`config.mk`:
```
export PLATFORM = sky130hd
export DESIGN_NAME = regfile_wr_arbiter_flat
export DESIGN_NICKNAME = d
export VERILOG_FILES = /design/src/rtl/regfile_wr_arbiter_pkg.sv /design/src/rtl/regfile_wr_arbiter_if.sv /design/src/rtl/regfile_wr_arbiter_rr_arb2.sv /design/src/rtl/regfile_wr_arbiter.sv /design/src/flat_wrapper.sv
export SDC_FILE = /design/constraint.sdc
export NUM_CORES = 1
export LEC_CHECK = 0
export BUFFER_PORTS_ARGS = -buffer_cell sky130_fd_sc_hd__buf_2
export CAP_MARGIN = 5
export CORE_UTILIZATION = 44
export DETAILED_ROUTE_END_ITERATION = 7
export HOLD_SLACK_MARGIN = 0.1
export PLACE_DENSITY = 0.82
export SKIP_CTS_REPAIR_TIMING = 1
export SYNTH_ARGS = -nofsm -noshare
export SYNTH_HDL_FRONTEND = slang
export SYNTH_HIERARCHICAL = 1
export SYNTH_SLANG_ARGS = --single-unit
export TNS_END_PERCENT = 50
```
`constraint.sdc`:
```
create_clock -name clk -period 3.8 [get_ports clk]
set_input_delay 0.19 -clock clk [delete_from_list [all_inputs] [get_ports clk]]
set_output_delay 0.19 -clock clk [all_outputs]
set_load 0.02 [all_outputs]
```
`src/rtl/regfile_wr_arbiter_pkg.sv`:
```
// Shared widths, arbitration-mode encodings and the writeback request record
// for the register-file write-port arbiter.
package regfile_pkg;
  localparam int ADDR_W    = 5;
  localparam int DATA_W    = 32;
  localparam int ARB_RR    = 0;
  localparam int ARB_FIXED = 1;

  typedef struct packed {
    logic              valid;
    logic [ADDR_W-1:0] addr;
    logic [DATA_W-1:0] data;
  } wr_req_t;
endpackage

```
`src/rtl/regfile_wr_arbiter_if.sv`:
```
// Writeback-requester, register-file write-port and hazard signals of the
// write arbiter; master = requester/regfile side, slave = arbiter.
interface regfile_wr_arbiter_if;
  import regfile_pkg::*;

  logic              req0_valid;
  logic              req0_ready;
  logic [ADDR_W-1:0] req0_addr;
  logic [DATA_W-1:0] req0_data;
  logic              req1_valid;
  logic              req1_ready;
  logic [ADDR_W-1:0] req1_addr;
  logic [DATA_W-1:0] req1_data;
  logic              rf_load;
  logic [ADDR_W-1:0] rf_addr;
  logic [DATA_W-1:0] rf_data;
  logic [ADDR_W-1:0] rd_addr_a;
  logic [ADDR_W-1:0] rd_addr_b;
  logic              haz_a;
  logic              haz_b;

  modport master (
    output req0_valid, req0_addr, req0_data,
    output req1_valid, req1_addr, req1_data,
    output rd_addr_a, rd_addr_b,
    input  req0_ready, req1_ready,
    input  rf_load, rf_addr, rf_data,
    input  haz_a, haz_b
  );

  modport slave (
    input  req0_valid, req0_addr, req0_data,
    input  req1_valid, req1_addr, req1_data,
    input  rd_addr_a, rd_addr_b,
    output req0_ready, req1_ready,
    output rf_load, rf_addr, rf_data,
    output haz_a, haz_b
  );
endinterface

```
`src/rtl/regfile_wr_arbiter_rr_arb2.sv`:
```
// Two-way arbiter: round-robin on a last-grant pointer or fixed priority
// (requester 0 highest). Grants are suppressed while reset is asserted.
module rr_arb2
  import regfile_pkg::*;
#(
  parameter int ARB_MODE = ARB_RR
) (
  input  logic i_clk,
  input  logic i_rst,
  input  logic i_valid0,
  input  logic i_valid1,
  output logic o_gnt0,
  output logic o_gnt1
);

  logic r_last_gnt;
  logic w_gnt0;
  logic w_gnt1;

  always_comb begin
    w_gnt0 = 1'b0;
    w_gnt1 = 1'b0;
    if (!i_rst) begin
      if (ARB_MODE == ARB_FIXED) begin
        w_gnt0 = i_valid0;
        w_gnt1 = i_valid1 & ~i_valid0;
      end else if (i_valid0 && i_valid1) begin
        // Contest: the requester that did not win last time goes next.
        w_gnt0 = r_last_gnt;
        w_gnt1 = ~r_last_gnt;
      end else begin
        w_gnt0 = i_valid0;
        w_gnt1 = i_valid1;
      end
    end
  end

  always_ff @(posedge i_clk) begin
    if (i_rst) begin
      r_last_gnt <= 1'b1;
    end else if (w_gnt0) begin
      r_last_gnt <= 1'b0;
    end else if (w_gnt1) begin
      r_last_gnt <= 1'b1;
    end
  end

  assign o_gnt0 = w_gnt0;
  assign o_gnt1 = w_gnt1;

endmodule

```
`src/rtl/regfile_wr_arbiter.sv`:
```
// Register-file write-port arbiter: grants one writeback per cycle, registers
// the write command, flags read hazards. Option: RFARB_R0_HARDWIRE_EN (r0 writes dropped).
module regfile_wr_arbiter
  import regfile_pkg::*;
#(
  parameter int ARB_MODE = ARB_RR
) (
  input  logic                 clk,
  input  logic                 rst,
  regfile_wr_arbiter_if.slave  bus
);

  wr_req_t           w_req0;
  wr_req_t           w_req1;
  wr_req_t           w_gnt_req;
  logic              w_gnt0;
  logic              w_gnt1;
  logic              w_wr_en;
  logic              r_load;
  logic [ADDR_W-1:0] r_addr;
  logic [DATA_W-1:0] r_data;

  assign w_req0 = {bus.req0_valid, bus.req0_addr, bus.req0_data};
  assign w_req1 = {bus.req1_valid, bus.req1_addr, bus.req1_data};

  rr_arb2 #(.ARB_MODE(ARB_MODE)) u_arb (
    .i_clk    (clk),
    .i_rst    (rst),
    .i_valid0 (bus.req0_valid),
    .i_valid1 (bus.req1_valid),
    .o_gnt0   (w_gnt0),
    .o_gnt1   (w_gnt1)
  );

  always_comb begin
    w_gnt_req = '0;
    if (w_gnt1) begin
      w_gnt_req = w_req1;
    end else if (w_gnt0) begin
      w_gnt_req = w_req0;
    end
  end

`ifdef RFARB_R0_HARDWIRE_EN
  // r0 reads as constant zero, so its writes handshake but never reach the file.
  assign w_wr_en = w_gnt_req.valid && (w_gnt_req.addr != '0);
`else
  assign w_wr_en = w_gnt_req.valid;
`endif

  always_ff @(posedge clk) begin
    if (rst) begin
      r_load <= 1'b0;
      r_addr <= '0;
      r_data <= '0;
    end else begin
      r_load <= w_wr_en;
      if (w_wr_en) begin
        r_addr <= w_gnt_req.addr;
        r_data <= w_gnt_req.data;
      end
    end
  end

  assign bus.req0_ready = w_gnt0;
  assign bus.req1_ready = w_gnt1;
  assign bus.rf_load    = r_load;
  assign bus.rf_addr    = r_addr;
  assign bus.rf_data    = r_data;

  // In flight = accepted this cycle or being loaded into the file now.
  assign bus.haz_a = (r_load && (r_addr == bus.rd_addr_a)) ||
                     (w_wr_en && (w_gnt_req.addr == bus.rd_addr_a));
  assign bus.haz_b = (r_load && (r_addr == bus.rd_addr_b)) ||
                     (w_wr_en && (w_gnt_req.addr == bus.rd_addr_b));

endmodule
```
`src/flat_wrapper.sv`:
```
// flat-port wrapper written by rule: the top's interface ports become plain ports
module regfile_wr_arbiter_flat import regfile_pkg::*;
#(
  parameter int ARB_MODE = ARB_RR
)
  (clk, rst, bus_req0_valid, bus_req0_addr, bus_req0_data, bus_req1_valid, bus_req1_addr, bus_req1_data, bus_rd_addr_a, bus_rd_addr_b, bus_req0_ready, bus_req1_ready, bus_rf_load, bus_rf_addr, bus_rf_data, bus_haz_a, bus_haz_b);
  regfile_wr_arbiter_if bus_i ();
  input  logic clk;
  input  logic rst;
  input wire logic [$bits(bus_i.req0_valid)-1:0] bus_req0_valid;
  input wire logic [$bits(bus_i.req0_addr)-1:0] bus_req0_addr;
  input wire logic [$bits(bus_i.req0_data)-1:0] bus_req0_data;
  input wire logic [$bits(bus_i.req1_valid)-1:0] bus_req1_valid;
  input wire logic [$bits(bus_i.req1_addr)-1:0] bus_req1_addr;
  input wire logic [$bits(bus_i.req1_data)-1:0] bus_req1_data;
  input wire logic [$bits(bus_i.rd_addr_a)-1:0] bus_rd_addr_a;
  input wire logic [$bits(bus_i.rd_addr_b)-1:0] bus_rd_addr_b;
  output wire logic [$bits(bus_i.req0_ready)-1:0] bus_req0_ready;
  output wire logic [$bits(bus_i.req1_ready)-1:0] bus_req1_ready;
  output wire logic [$bits(bus_i.rf_load)-1:0] bus_rf_load;
  output wire logic [$bits(bus_i.rf_addr)-1:0] bus_rf_addr;
  output wire logic [$bits(bus_i.rf_data)-1:0] bus_rf_data;
  output wire logic [$bits(bus_i.haz_a)-1:0] bus_haz_a;
  output wire logic [$bits(bus_i.haz_b)-1:0] bus_haz_b;
  assign bus_i.req0_valid = bus_req0_valid;
  assign bus_i.req0_addr = bus_req0_addr;
  assign bus_i.req0_data = bus_req0_data;
  assign bus_i.req1_valid = bus_req1_valid;
  assign bus_i.req1_addr = bus_req1_addr;
  assign bus_i.req1_data = bus_req1_data;
  assign bus_i.rd_addr_a = bus_rd_addr_a;
  assign bus_i.rd_addr_b = bus_rd_addr_b;
  assign bus_req0_ready = bus_i.req0_ready;
  assign bus_req1_ready = bus_i.req1_ready;
  assign bus_rf_load = bus_i.rf_load;
  assign bus_rf_addr = bus_i.rf_addr;
  assign bus_rf_data = bus_i.rf_data;
  assign bus_haz_a = bus_i.haz_a;
  assign bus_haz_b = bus_i.haz_b;
  regfile_wr_arbiter #(.ARB_MODE(ARB_MODE)) u_core (.clk(clk), .rst(rst), .bus(bus_i));
endmodule
```
==> impl_metrics.py <==
metrics = {
    "run_status": {
        "outcome": "finished, final reports clean",
    },
    "synth": {
        "synth_area_per_cell_sq_um": 8.415,
        "yosys_warnings": 6,
        "synth_area_sq_mm": 0.002053,
        "synth_edf_count": 0,
        "synth_compound_area_share_pct": 23.95,
        "synth-adder-area-share_pct": 0,
        "synthMuxAreaShare_pct": 0,
        "synth.largest_area_cell": "dfxtp_1",
        "synth_cell_types": 39,
        "yosysSeqAreaShare_pct": 38.03,
        "synth_cells": 244,
        "synth_xor_area_share_pct": 5.545,
        "ys_top_cells_by_area": "dfxtp_1 (38%), a221oi_1 (14%), nor3_1 (7.8%)",
        "synth_flop_cell": "dfxtp_1",
        "ys_ff_latch": 39,
        "synth_top_family_by_area": "simple AND/OR/NAND/NOR gates",
        "yosys.area_share.simple_pct": 26.51,
        "syn-num-nets": 332,
        "synth.top_cell.area_share_pct": 38.03,
        "async_flop_share_pct": 0,
    },
    "hold_path": {
        "min_from": "bus_req0_data[6]",
        "min_path_type": "input port to flop",
    },
    "clock_tree": {
        "clk_path_buf_depth": 2,
        "cts-root-buf": "clkbuf_8",
        "cts_buffers": 5,
        "path_clk_slew_ns": 0.08,
        "cts_tree": "yes",
        "htree_num_levels": 2,
        "clock_latency_ns": 0.28,
        "cts.sinks": 39,
    },
    "global_route": {
        "grt_pass1_wl_mm": 9.825,
        "grt_pass1_vias": 2164,
        "grt.overflow.total": 0,
        "antenna_found_initial": 0,
        "grt.total_usage_pct": 24.23,
        "grt_max_degree": 62,
    },
    "floorplan": {
        "coreArea_sq_mm": 0.004414,
        "start_util_pct": 46.51,
        "die-width_microns": 70.31,
        "die_area_sq_mm": 0.004944,
        "num_rows": 24,
        "io_pins": 130,
        "die-height_microns": 70.31,
    },
    "drt": {
        "vias": 2380,
        "drt_iter0_drc": 181,
        "drc": 0,
        "wire_per_inst_microns": 14.44,
        "ant_nets": 0,
        "drt_wl_total_mm": 6.008,
        "vias_per_cell": 5.721,
        "first_pass_iters": 5,
    },
    "worst_setup_path": {
        "cp.buffers_inverters": 1,
        "cp_slowest_cell": "and3b_2",
        "cp.arrival_ns": 2.87,
        "r2r-start": "u_core/u_arb/r_last_gnt",
        "critPathCaptureType": "primary output",
        "r2r_slack_ns": 1.13,
        "critical_path.max_fanout": 61,
        "critical_path_required_ns": 3.61,
        "cp-startpoint": "u_core/u_arb/r_last_gnt",
        "worstSetupStartpointType": "flop",
        "crit_type": "flop to primary output",
        "worstPathCellList": "nand2_1, and3b_2, nand3b_4, a211oi_1, or4_1, o31ai_2, buf_2",
        "crit_family": "simple AND/OR/NAND/NOR gates",
        "max_stage_delay_ns": 0.81,
    },
    "layout": {
        "fin_nets": 451,
        "layout_common_cells": "buf_2 (129), nor2_1 (39), dfxtp_1 (39)",
        "final_common_cell": "buf_2",
        "postLayoutCellArea_sq_mm": 0.002818,
        "layout.cells.non_filler": 416,
        "layout-drive-gt1-share_pct": 41.21,
        "utilization_pct": 63.83,
        "antenna_cells": 0,
        "areaGrowthSynthToFinish_pct": 37.23,
        "fillers": 396,
    },
    "sta": {
        "setup_viol": 0,
        "fmax_mhz": 326.5,
        "fin_skew_ns": 0.004450,
        "finalHoldViolations": 0,
        "maxSlewHeadroom_pct": 36.57,
        "worst_slew_pin_slew_ns": 0.9515,
        "period_minus_slack_ns": 3.063,
        "fin_setup_tns_ns": 0,
        "rsz0062_at_grt": "no",
        "post-route-period-util_pct": 80.61,
        "slew_viol_final": 0,
        "worst_slack_ns": 0.7367,
    },
    "place": {
        "dpl_cell_area_sq_mm": 0.002705,
        "gp_congestion": 0.8987,
        "dp_hpwl_mm": 4.507,
        "io_buffers": 129,
        "post-place-cells": 408,
        "dpl_worst_slack_ns": 0.7477,
    },
    "power": {
        "p_leak_nw": 1.353,
        "peakVddDrop_uv": 290.4,
        "p_per_area_mw_per_mm2": 375.1,
    },
    "flow_run": {
        "drv_cap": 0,
    },
}
## state kept, by name, summed over array words and instances, names as in the netlist
name,count
u_core/bus.rf_addr,5
u_core/bus.rf_data,32
u_core/u_arb/r_last_gnt,1
u_core/bus.rf_load,1
## worst register-to-register path, stage by stage (launching register included)
cell and delay, ns:
dfxtp_1 0.33, nand2_1 0.08, and3b_2 0.81, nor2b_2 0.16, a22oi_2 0.59, buf_4 0.36, a221oi_1 0.08, nor3_1 0.19
## synthesized netlist by cell type, drive strengths merged, types with 2 or more instances
master	instances
xnor2	5
buf	14
nor3	32
dfxtp	39
and3	4
a311oi	4
nand2	5
o31ai	2
a211oi	5
nor4	2
or2	3
a21oi	4
nor2	39
a22oi	2
inv	4
clkbuf	9
nor2b	3
a221oi	33
xor2	8
nand3	6
a21boi	2
and4b	4
nand3b	5
## path summary, 6_finish.rpt
kind | end | depth (start not counted)
hold reg to reg | u_core/bus.rf_data[19] | 2
setup / recovery | bus_haz_b | 7
setup reg to reg | u_core/bus.rf_data[4] | 7
hold / removal | u_core/bus.rf_data[6] | 3
## power breakdown
group / internal (W) / switching [W] / total, W
Sequential: 0.000438 / 0.0000186 / 0.000457
Clock: 0.000195 / 0.000144 / 0.000339
Combinational: 0.000109 / 0.000152 / 0.000261
Total: 0.000743 / 0.000314 / 0.00106
## logic make-up (layout without fill, tap and decap cells)
| group | Yosys count | in the layout |
|---|---|---|
| compound gates | 59 | 59 |
| flops | 39 | 39 |
| xor+xnor | 13 | 13 |
| simple gates | 106 | 106 |
| buf+inv | 27 | 147 |
## metrics by stage
stage	total power (W)	hold slack, ns
2_1_floorplan	0.0006188	0.2760
3_5_place_dp	0.0007265	0.4876
4_1_cts	0.001067	0.1923
3_3_place_gp	0.0007209	0.4805
5_1_grt	0.001114	0.2113
6_report	0.001057	0.2025
## layout make-up
class / count / area [sq um] / area share (%)
Sequential cell: 39 / 780.7 / 27.71
Tap cell: 52 / 65.06 / 2.309
Clock inverter: 3 / 43.79 / 1.554
Multi-Input combinational cell: 178 / 1154 / 40.94
Timing Repair Buffer: 135 / 690.7 / 24.51
Inverter: 4 / 15.01 / 0.5329
Clock buffer: 5 / 68.82 / 2.442
## layer usage
layer,vias to the layer above,wire [microns],global-route usage [%],share of wire [%]
li1,1164,-,-,-
met1,1083,2492,30.03,41
met2,127,2926,41.48,49
met3,6,530,6.205,8.8
met4,0,59,6.222,0.98
met5,-,0,0,0
No activity file was read; power rests on OpenSTA's default activity.
